**src/rtl/camera_config_sequencer.sv**
```systemverilog
`default_nettype none
// ============================================================================
// Module   : camera_config_sequencer
// Brief    : Camera bring-up sequencer sharing the SCCB/I2C bus between the
//            ROM-driven init load and queued runtime single-register writes.
// Options  : CAM_SEQ_RUNTIME_WR_EN builds the runtime write FIFO/engine path.
// Revision : 1.0 - initial release
// ============================================================================
module camera_config_sequencer #(
    parameter int unsigned POWERUP_CYCLES = 65536,
    parameter int unsigned TIMEOUT_CYCLES = 16777216,
    parameter int unsigned MAX_RETRIES    = 3,
    parameter int unsigned FIFO_DEPTH     = 4
) (
    input  logic        clk_camera,
    input  logic        sys_rst_camera,
    input  logic        cfg_restart,
    output logic        cr_init_valid,
    input  logic        cr_init_ready,
    input  logic        bus_active,
    input  logic        wr_valid,
    output logic        wr_ready,
    input  logic [15:0] wr_addr,
    input  logic [7:0]  wr_data,
    output logic        eng_valid,
    input  logic        eng_ready,
    output logic [15:0] eng_addr,
    output logic [7:0]  eng_data,
    input  logic        eng_done,
    input  logic        eng_nack,
    output logic        config_done,
    output logic        config_error,
    output logic [1:0]  retry_count,
    output logic [7:0]  nack_count
);

    localparam int unsigned c_TIMER_MAX = (POWERUP_CYCLES > TIMEOUT_CYCLES) ?
                                          POWERUP_CYCLES : TIMEOUT_CYCLES;
    localparam int          c_TIMER_W   = $clog2(c_TIMER_MAX + 1);
    localparam logic [c_TIMER_W-1:0] c_PWR_LAST = c_TIMER_W'(POWERUP_CYCLES);
    localparam logic [c_TIMER_W-1:0] c_TO_LAST  = c_TIMER_W'(TIMEOUT_CYCLES - 1);

    typedef enum logic [2:0] {
        ST_PWR_WAIT  = 3'd0,
        ST_INIT_REQ  = 3'd1,
        ST_INIT_BUSY = 3'd2,
        ST_IDLE      = 3'd3,
        ST_WR_ISSUE  = 3'd4,
        ST_WR_WAIT   = 3'd5,
        ST_FAULT     = 3'd6
    } state_t;

    state_t                 r_state;
    state_t                 w_state_next;
    logic [c_TIMER_W-1:0]   r_timer;
    logic                   r_seen_active;
    logic                   r_cr_init_valid;
    logic                   r_config_done;
    logic                   r_config_error;
    logic [1:0]             r_retry_count;

    logic                   w_restart;
    logic                   w_timeout;
    logic                   w_init_done;
    logic                   w_retry_left;
    logic                   w_counting;

    assign w_restart    = cfg_restart && ((r_state == ST_IDLE) || (r_state == ST_FAULT));
    assign w_timeout    = (r_timer == c_TO_LAST);
    assign w_init_done  = (r_state == ST_INIT_BUSY) && r_seen_active &&
                          !bus_active && cr_init_ready;
    assign w_retry_left = (32'(r_retry_count) < MAX_RETRIES);
    assign w_counting   = (r_state == ST_PWR_WAIT) || (r_state == ST_INIT_BUSY) ||
                          (r_state == ST_WR_WAIT);

`ifdef CAM_SEQ_RUNTIME_WR_EN
    logic w_fifo_empty;
    logic r_eng_valid;
`endif

    always_comb begin
        w_state_next = r_state;
        case (r_state)
            ST_PWR_WAIT: begin
                if (r_timer == c_PWR_LAST) begin
                    w_state_next = ST_INIT_REQ;
                end
            end
            ST_INIT_REQ: begin
                if (r_cr_init_valid && cr_init_ready) begin
                    w_state_next = ST_INIT_BUSY;
                end
            end
            ST_INIT_BUSY: begin
                if (w_init_done) begin
                    w_state_next = ST_IDLE;
                end else if (w_timeout) begin
                    w_state_next = w_retry_left ? ST_PWR_WAIT : ST_FAULT;
                end
            end
            ST_IDLE: begin
                if (cfg_restart) begin
                    w_state_next = ST_PWR_WAIT;
                end
`ifdef CAM_SEQ_RUNTIME_WR_EN
                else if (!w_fifo_empty) begin
                    w_state_next = ST_WR_ISSUE;
                end
`endif
            end
`ifdef CAM_SEQ_RUNTIME_WR_EN
            ST_WR_ISSUE: begin
                if (r_eng_valid && eng_ready) begin
                    w_state_next = ST_WR_WAIT;
                end
            end
            ST_WR_WAIT: begin
                if (eng_done || w_timeout) begin
                    w_state_next = ST_IDLE;
                end
            end
`endif
            ST_FAULT: begin
                if (cfg_restart) begin
                    w_state_next = ST_PWR_WAIT;
                end
            end
            default: begin
                w_state_next = ST_PWR_WAIT;
            end
        endcase
    end

    always_ff @(posedge clk_camera or posedge sys_rst_camera) begin
        if (sys_rst_camera) begin
            r_state <= ST_PWR_WAIT;
        end else begin
            r_state <= w_state_next;
        end
    end

    // One shared timer: cleared on every state change, runs only in the waiting states.
    always_ff @(posedge clk_camera or posedge sys_rst_camera) begin
        if (sys_rst_camera) begin
            r_timer         <= '0;
            r_seen_active   <= 1'b0;
            r_cr_init_valid <= 1'b0;
            r_config_done   <= 1'b0;
            r_config_error  <= 1'b0;
            r_retry_count   <= 2'd0;
        end else begin
            if (w_state_next != r_state) begin
                r_timer <= '0;
            end else if (w_counting) begin
                r_timer <= r_timer + c_TIMER_W'(1);
            end

            r_cr_init_valid <= (w_state_next == ST_INIT_REQ);
            r_config_error  <= (w_state_next == ST_FAULT);

            if ((r_state == ST_INIT_REQ) && (w_state_next == ST_INIT_BUSY)) begin
                r_seen_active <= 1'b0;
            end else if ((r_state == ST_INIT_BUSY) && bus_active) begin
                r_seen_active <= 1'b1;
            end

            if (w_restart) begin
                r_config_done <= 1'b0;
                r_retry_count <= 2'd0;
            end else if (w_init_done) begin
                r_config_done <= 1'b1;
            end else if ((r_state == ST_INIT_BUSY) && w_timeout && w_retry_left &&
                         (r_retry_count != 2'd3)) begin
                r_retry_count <= r_retry_count + 2'd1;
            end
        end
    end

    assign cr_init_valid = r_cr_init_valid;
    assign config_done   = r_config_done;
    assign config_error  = r_config_error;
    assign retry_count   = r_retry_count;

`ifdef CAM_SEQ_RUNTIME_WR_EN
    localparam int c_PTR_W = (FIFO_DEPTH > 1) ? $clog2(FIFO_DEPTH) : 1;
    localparam logic [c_PTR_W:0] c_CNT_FULL = (c_PTR_W + 1)'(FIFO_DEPTH);

    logic [15:0]        r_fifo_addr [FIFO_DEPTH];
    logic [7:0]         r_fifo_data [FIFO_DEPTH];
    logic [c_PTR_W-1:0] r_wr_ptr;
    logic [c_PTR_W-1:0] r_rd_ptr;
    logic [c_PTR_W:0]   r_count;
    logic [15:0]        r_eng_addr;
    logic [7:0]         r_eng_data;
    logic [7:0]         r_nack_count;
    logic               w_full;
    logic               w_push;
    logic               w_pop;
    logic               w_nack_inc;

    assign w_full       = (r_count == c_CNT_FULL);
    assign w_fifo_empty = (r_count == '0);
    assign w_push       = wr_valid && !w_full;
    assign w_pop        = (r_state == ST_IDLE) && (w_state_next == ST_WR_ISSUE);
    assign w_nack_inc   = (r_state == ST_WR_WAIT) &&
                          (eng_done ? eng_nack : w_timeout);

    always_ff @(posedge clk_camera) begin
        if (w_push) begin
            r_fifo_addr[r_wr_ptr] <= wr_addr;
            r_fifo_data[r_wr_ptr] <= wr_data;
        end
    end

    always_ff @(posedge clk_camera or posedge sys_rst_camera) begin
        if (sys_rst_camera) begin
            r_wr_ptr     <= '0;
            r_rd_ptr     <= '0;
            r_count      <= '0;
            r_eng_valid  <= 1'b0;
            r_eng_addr   <= 16'd0;
            r_eng_data   <= 8'd0;
            r_nack_count <= 8'd0;
        end else begin
            if (w_push) begin
                r_wr_ptr <= r_wr_ptr + c_PTR_W'(1);
            end
            if (w_pop) begin
                r_rd_ptr   <= r_rd_ptr + c_PTR_W'(1);
                r_eng_addr <= r_fifo_addr[r_rd_ptr];
                r_eng_data <= r_fifo_data[r_rd_ptr];
            end
            case ({w_push, w_pop})
                2'b10:   r_count <= r_count + (c_PTR_W + 1)'(1);
                2'b01:   r_count <= r_count - (c_PTR_W + 1)'(1);
                default: r_count <= r_count;
            endcase

            // The first WR_ISSUE cycle is a setup cycle: address/data settle before valid.
            r_eng_valid <= (r_state == ST_WR_ISSUE) && (w_state_next == ST_WR_ISSUE);

            if (w_nack_inc && (r_nack_count != 8'hFF)) begin
                r_nack_count <= r_nack_count + 8'd1;
            end
        end
    end

    assign wr_ready   = !w_full;
    assign eng_valid  = r_eng_valid;
    assign eng_addr   = r_eng_addr;
    assign eng_data   = r_eng_data;
    assign nack_count = r_nack_count;
`else
    logic w_unused_inputs;
    assign w_unused_inputs = ^{wr_valid, wr_addr, wr_data, eng_ready, eng_done, eng_nack};

    assign wr_ready   = 1'b0;
    assign eng_valid  = 1'b0;
    assign eng_addr   = 16'd0;
    assign eng_data   = 8'd0;
    assign nack_count = 8'd0;
`endif

endmodule
`default_nettype wire

```
**config.mk**
```make
export PLATFORM = sky130hd
export DESIGN_NAME = camera_config_sequencer
export DESIGN_NICKNAME = d
export VERILOG_FILES = /design/src/rtl/camera_config_sequencer.sv
export SDC_FILE = /design/constraint.sdc
export NUM_CORES = 1
export LEC_CHECK = 0
export BUFFER_PORTS_ARGS = -buffer_cell sky130_fd_sc_hd__clkbuf_2
export CORE_MARGIN = 2
export CORE_UTILIZATION = 55
export DETAILED_ROUTE_END_ITERATION = 7
export GPL_TIMING_DRIVEN = 0
export PLACE_DENSITY = 0.91
export RECOVER_POWER = 25
export SYNTH_ARGS = -nofsm -noshare
export SYNTH_HDL_FRONTEND = slang
export SYNTH_SLANG_ARGS = --single-unit
export TNS_END_PERCENT = 50
```
**constraint.sdc**
```tcl
create_clock -name clk_camera -period 3.9 [get_ports clk_camera]
set_input_delay 0.195 -clock clk_camera [delete_from_list [all_inputs] [get_ports clk_camera]]
set_output_delay 0.195 -clock clk_camera [all_outputs]
set_load 0.01 [all_outputs]
```
Word-level counts from Yosys, hierarchy flattened

Index checks and enable logic that the tools add are counted.

Bits in registers: 34
Bits of input ports: 33
Logic and storage cells: 60

Equal/unequal tests: 13
Reduce and logical (&&, ||, !) cells: 21
Order comparisons: 1
Mux-type cells: 16
Add/subtract/negate cells: 2

Operators with widths:

| kind                                                                     | count |
|---|---|
| 25-bit 2-to-1 mux                                                        | 2 |
| 25-bit by 1-bit adder with 25-bit output (second input constant)         | 1 |
| 25-bit by 17-bit equality test with 1-bit output (second input constant) | 1 |
| 25-bit by 24-bit equality test with 1-bit output (second input constant) | 1 |
| 3-bit 2-to-1 mux                                                         | 6 |
| 3-bit one-hot mux with 4 select lines                                    | 1 |
| 1-bit logical AND                                                        | 10 |
| 3-bit by 2-bit equality test with 1-bit output (second input constant)   | 3 |
| 3-bit equality test (second input constant)                              | 3 |
| 2-bit nonzero test                                                       | 4 |
| 3-bit by 1-bit equality test with 1-bit output (second input constant)   | 2 |
| 2-bit 2-to-1 mux                                                         | 3 |
| 1-bit 2-to-1 mux                                                         | 4 |
| 2-bit inequality test (second input constant)                            | 2 |
| 3-bit zero test                                                          | 1 |
| 1-bit logical OR                                                         | 3 |
| 3-bit inequality test                                                    | 1 |
| 2-bit by 1-bit adder with 2-bit output (second input constant)           | 1 |
| 2-bit < comparator (second input constant)                               | 1 |
| 2-bit AND reduction                                                      | 1 |
| 2-bit OR reduction                                                       | 1 |
| 1-bit zero test                                                          | 1 |

Logic depth before layout (Yosys ltp)

Word-level depth: 9
Gate-level depth with buffers: 8

Worst setup path after synthesis

No wires, ideal clock.

Path type: flip-flop to flip-flop
Start: reg r_timer[0]
End: reg r_timer[18]
Data arrival time: 1.928 ns
Buffers on the path: 1
Stages on the path, launching flop included: 8
Setup slack: 1.830 ns
Cell sequence: dfrtp_1 > ha_1 > nand4_1 > or3_1 > or3_4 > o311ai_4 > buf_6 > nor3_1

Longest elaborated chain between the ends: 6

RTL lines:

| element                                                 | line | source |
|---|---|---|
| start, declared                                         | 55   | `logic [c_TIMER_W-1:0] r_timer;` |
| start signal, assigned                                  | 155  | `r_timer <= r_timer + c_TIMER_W'(1);` |
| 25-bit by 24-bit equality test with 1-bit output        | 69   | `assign w_timeout = (r_timer == c_TO_LAST);` |
| 3-bit 2-to-1 mux                                        | 97   | `end else if (w_timeout) begin` |
| 3-bit 2-to-1 mux                                        | 95   | `if (w_init_done) begin` |
| 3-bit one-hot mux with 4 select lines                   | 83   | `case (r_state)` |
| 3-bit inequality test                                   | 152  | `if (w_state_next != r_state) begin` |
| 25-bit 2-to-1 mux or 2-bit nonzero test (tied branches) | -    |  |

Several ways; a longest one is shown, not always the timed one. The select of a mux whose other input is x is not followed.
A chain may end at the register's enable or synchronous reset.

Worst setup path after layout

Start: reg r_timer[0]
End: reg r_timer[12]

Same word-level chain as after synthesis.

==> flow_summary_export.csv <==
group,metric,value,unit
timing,final-setup-viol-count,0,
detailed_routing,first_pass_iters,4,
clock_tree,ctsHoldBuffers,0,
detailed_routing,viasPerCell,5.30,
status,status,"finished clean",
cells_and_area,syn2layout_area_growth,14.9,%
cells_and_area,fill_cells,306,
detailed_routing,wl,4250,µm
clock_tree,cts_tree,"built",
yosys,synth_area_leaders,"dfrtp_1, buf_4, xnor2_1, nor3_1, xor2_1",
yosys,ys_warn_count,0,
timing,slew_viol_final,0,
detailed_routing,vias,1749,
global_routing,antenna_found_initial,0,
floorplanning,die_h,67.1,µm
timing,rsz0062_at_grt,"no",
clock_tree,cts.sinks,34,
detailed_routing,ant_nets,0,
hold_path,holdPathEnd,"r_seen_active",
floorplanning,rows,22,
power,ir_drop,0.216,mV
timing,fin_worst_skew,0.00230,ns
detailed_routing,post-route-drc-count,0,
yosys,synth_top_area_share,38.9,%
yosys,synthAdderAreaFrac,1.71,%
cells_and_area,final_cells,330,
clock_tree,cts_max_level,2,
yosys,synth-simple-area-share,27.4,%
yosys,synth_compound_area_share,5.94,%
place,routabilityCongestion,0.844,
setup_path,critPathLaunchType,"flip-flop",
global_routing,grt_max_degree,35,
setup_path,r2r_cells,7,
detailed_routing,initialDrtViolationCount,159,
setup_path,crit_path_cell_trace,"ha_1 > nand4_1 > or3_1 > or3_4 > o311ai_4 > buf_6 > nor3_1",
cells_and_area,most-common-layout-cells,"buf_4, conb_1, dfrtp_1, nor3_1, xnor2_1",
setup_path,cp_top_family,"simple AND/OR/NAND/NOR gates",
clock_tree,clk_pin_slew_worst_paths,0.06,ns
setup_path,worstSetupPathType,"reg -> reg",
cells_and_area,antenna_cells,0,
timing,slew_headroom,4.12,%
setup_path,crit_buf_inv,1,
global_routing,grt_overflow,0,
floorplanning,start_util,58.5,%
yosys,syn-mean-instance-area,9.44,µm²
floorplanning,pin_count,72,
setup_path,arrival,2.52,ns
clock_tree,clock_latency,0.28,ns
clock_tree,cts_root_buf,"clkbuf_8",
timing,finalCritPeriodShare,60.9,%
timing,tns,0,ns
timing,fin_crit,2.38,ns
power,leakagePower,1.21,nW
floorplanning,core_area,3740,µm²
place,dp_hpwl,3130,µm
yosys,synth_xor_area_share,10.4,%
place,dp.cells,322,
yosys,ys_seq_area_share,38.9,%
setup_path,r2r-start,"r_timer[0]",
yosys,synth.area.mux_share,0.457,%
setup_path,cpPeakStageDelay,0.42,ns
setup_path,cp_max_fo,10,
timing,worstMarginPinSlew,1.44,ns
yosys,synth_top_family_by_area,"simple AND/OR/NAND/NOR gates",
detailed_routing,avgRoutedWirePerCell,12.9,µm
place,io_buffer_count,9,
power,p_per_area,408,nW/µm²
yosys,syn_inst,232,
yosys,yosys_register_bits,34,
global_routing,grt_pass1_wl,7090,µm
global_routing,track_usage,20.9,%
cells_and_area,final_nets,319,
floorplanning,die_area,4500,µm²
hold_path,hp-class,"in -> reg",
setup_path,crit_path_end_kind,"flip-flop",
yosys,syn_area,2190,µm²
floorplanning,die_w,67.1,µm
timing,fmax,421,MHz
global_routing,grt_pass1_vias,1597,
setup_path,slowest_stage,"o311ai_4",
hold_path,hold_start,"bus_active",
setup_path,required,4.04,ns
timing,finalHoldViolCount,0,
yosys,synth.distinct_cells,44,
flow_run,cap_violations,0,
setup_path,reg2reg_setup_slack,1.52,ns
clock_tree,cts_setup_buffers,0,
hold_path,whs_path_depth,3,
cells_and_area,drive_gt1_share,22.7,%
cells_and_area,finish.utilization,67.2,%
clock_tree,cts_buffers,5,
setup_path,timing.rr.end,"r_timer[12]",
yosys,synth_top_area_cell,"dfrtp_1",
clock_tree,post_cts_resized,0,
clock_tree,cts_buffer_depth,2,
==> final cells by class <==
type	count	area (µm²)	area share [%]
Clock buffer	6	82.6	3.28
Inverter	7	26.3	1.04
Sequential cell	34	851	33.8
Tap cell	48	60.1	2.39
Multi-Input combinational cell	182	1130	45.1
Timing Repair Buffer	11	58.8	2.34
Buffer	42	303	12.0
==> cell families after synthesis <==
| kind of cell | after synthesis |
|---|---|
| flops | 34 |
| compound gates | 16 |
| mux | 1 |
| other cells | 1 |
| fa+ha+maj | 3 |
| simple gates | 102 |
| xor+xnor | 26 |
| buf+inv | 49 |
==> cell usage after synthesis <==
cell       count
inv_1          7
or3_4          2
a31oi_1        1
o2111ai_1      2
xnor2_1       17
a22oi_1        1
o21bai_1       1
and4_4         1
a21o_1         2
buf_6          2
nor2b_1        1
nand3_1        7
nor3b_1        2
conb_1         1
mux2i_1        1
nand3b_1       2
o21ai_0        3
ha_1           3
nor2_1        11
buf_4         34
nor4_1        12
nor4_4         1
nor3_2         1
o41ai_1        1
a211oi_1       1
a211o_1        1
and3_1         3
and4_2         2
or2_2          1
o311ai_4       1
buf_2          2
nor4b_1        3
nor3_1        28
nand2_1       12
a21oi_1        2
dfrtp_1       34
nand4_1        6
and4_1         2
and2_1         1
xor2_1         9
clkbuf_1       4
or3_1          1
and2_2         2
and3b_1        1
==> power breakdown <==
part	leakage, nW	switching (W)	internal, W
Clock	0.0431	0.000117	0.000136
Combinational	0.708	0.000203	0.000139
Sequential	0.458	0.0000351	0.000395
==> worst max path at each step <==
stage	startpoint	to	slack, ns	cells after the start
floorplan	r_timer[0]	r_timer[18]	1.83	7
global placement	r_timer[0]	r_timer[12]	1.57	7
detailed placement	r_timer[1]	r_timer[11]	1.54	7
CTS	r_timer[1]	r_timer[11]	1.51	7
global route	r_state[1]	r_timer[19]	1.38	7
finish	r_timer[0]	r_timer[12]	1.52	7
==> state kept, by name, indices dropped and copies added, names as in the netlist <==
name / flops
r_seen_active: 1
retry_count: 2
r_timer: 25
config_error: 1
r_state: 3
cr_init_valid: 1
config_done: 1
==> worst register-to-register path, stage by stage (launching register included) <==
cell and delay, ns:
dfrtp_1 0.40, ha_1 0.23, nand4_1 0.20, or3_1 0.36
or3_4 0.35, o311ai_4 0.42, buf_6 0.21, nor3_1 0.07
==> per-stage QoR <==
stage	hold slack, ns	power, W	setup slack [ns]	instance area (µm²)
after floorplan	0.337	0.000699	1.83	2310
after global placement	0.480	0.000760	1.57	2420
after detailed placement	0.508	0.000773	1.54	2420
after CTS	0.229	0.00103	1.51	2500
after global routing	0.262	0.00110	1.38	2510
final	0.225	0.00102	1.52	2510
==> layer usage <==
metal | wire length [µm] | global-route usage [%]
met2 | 2060 | 34.5
met1 | 1840 | 26.9
met4 | 92 | 6.89
met3 | 260 | 4.56
met5 | 0 | 0
(Power assumes the default switching activity.)
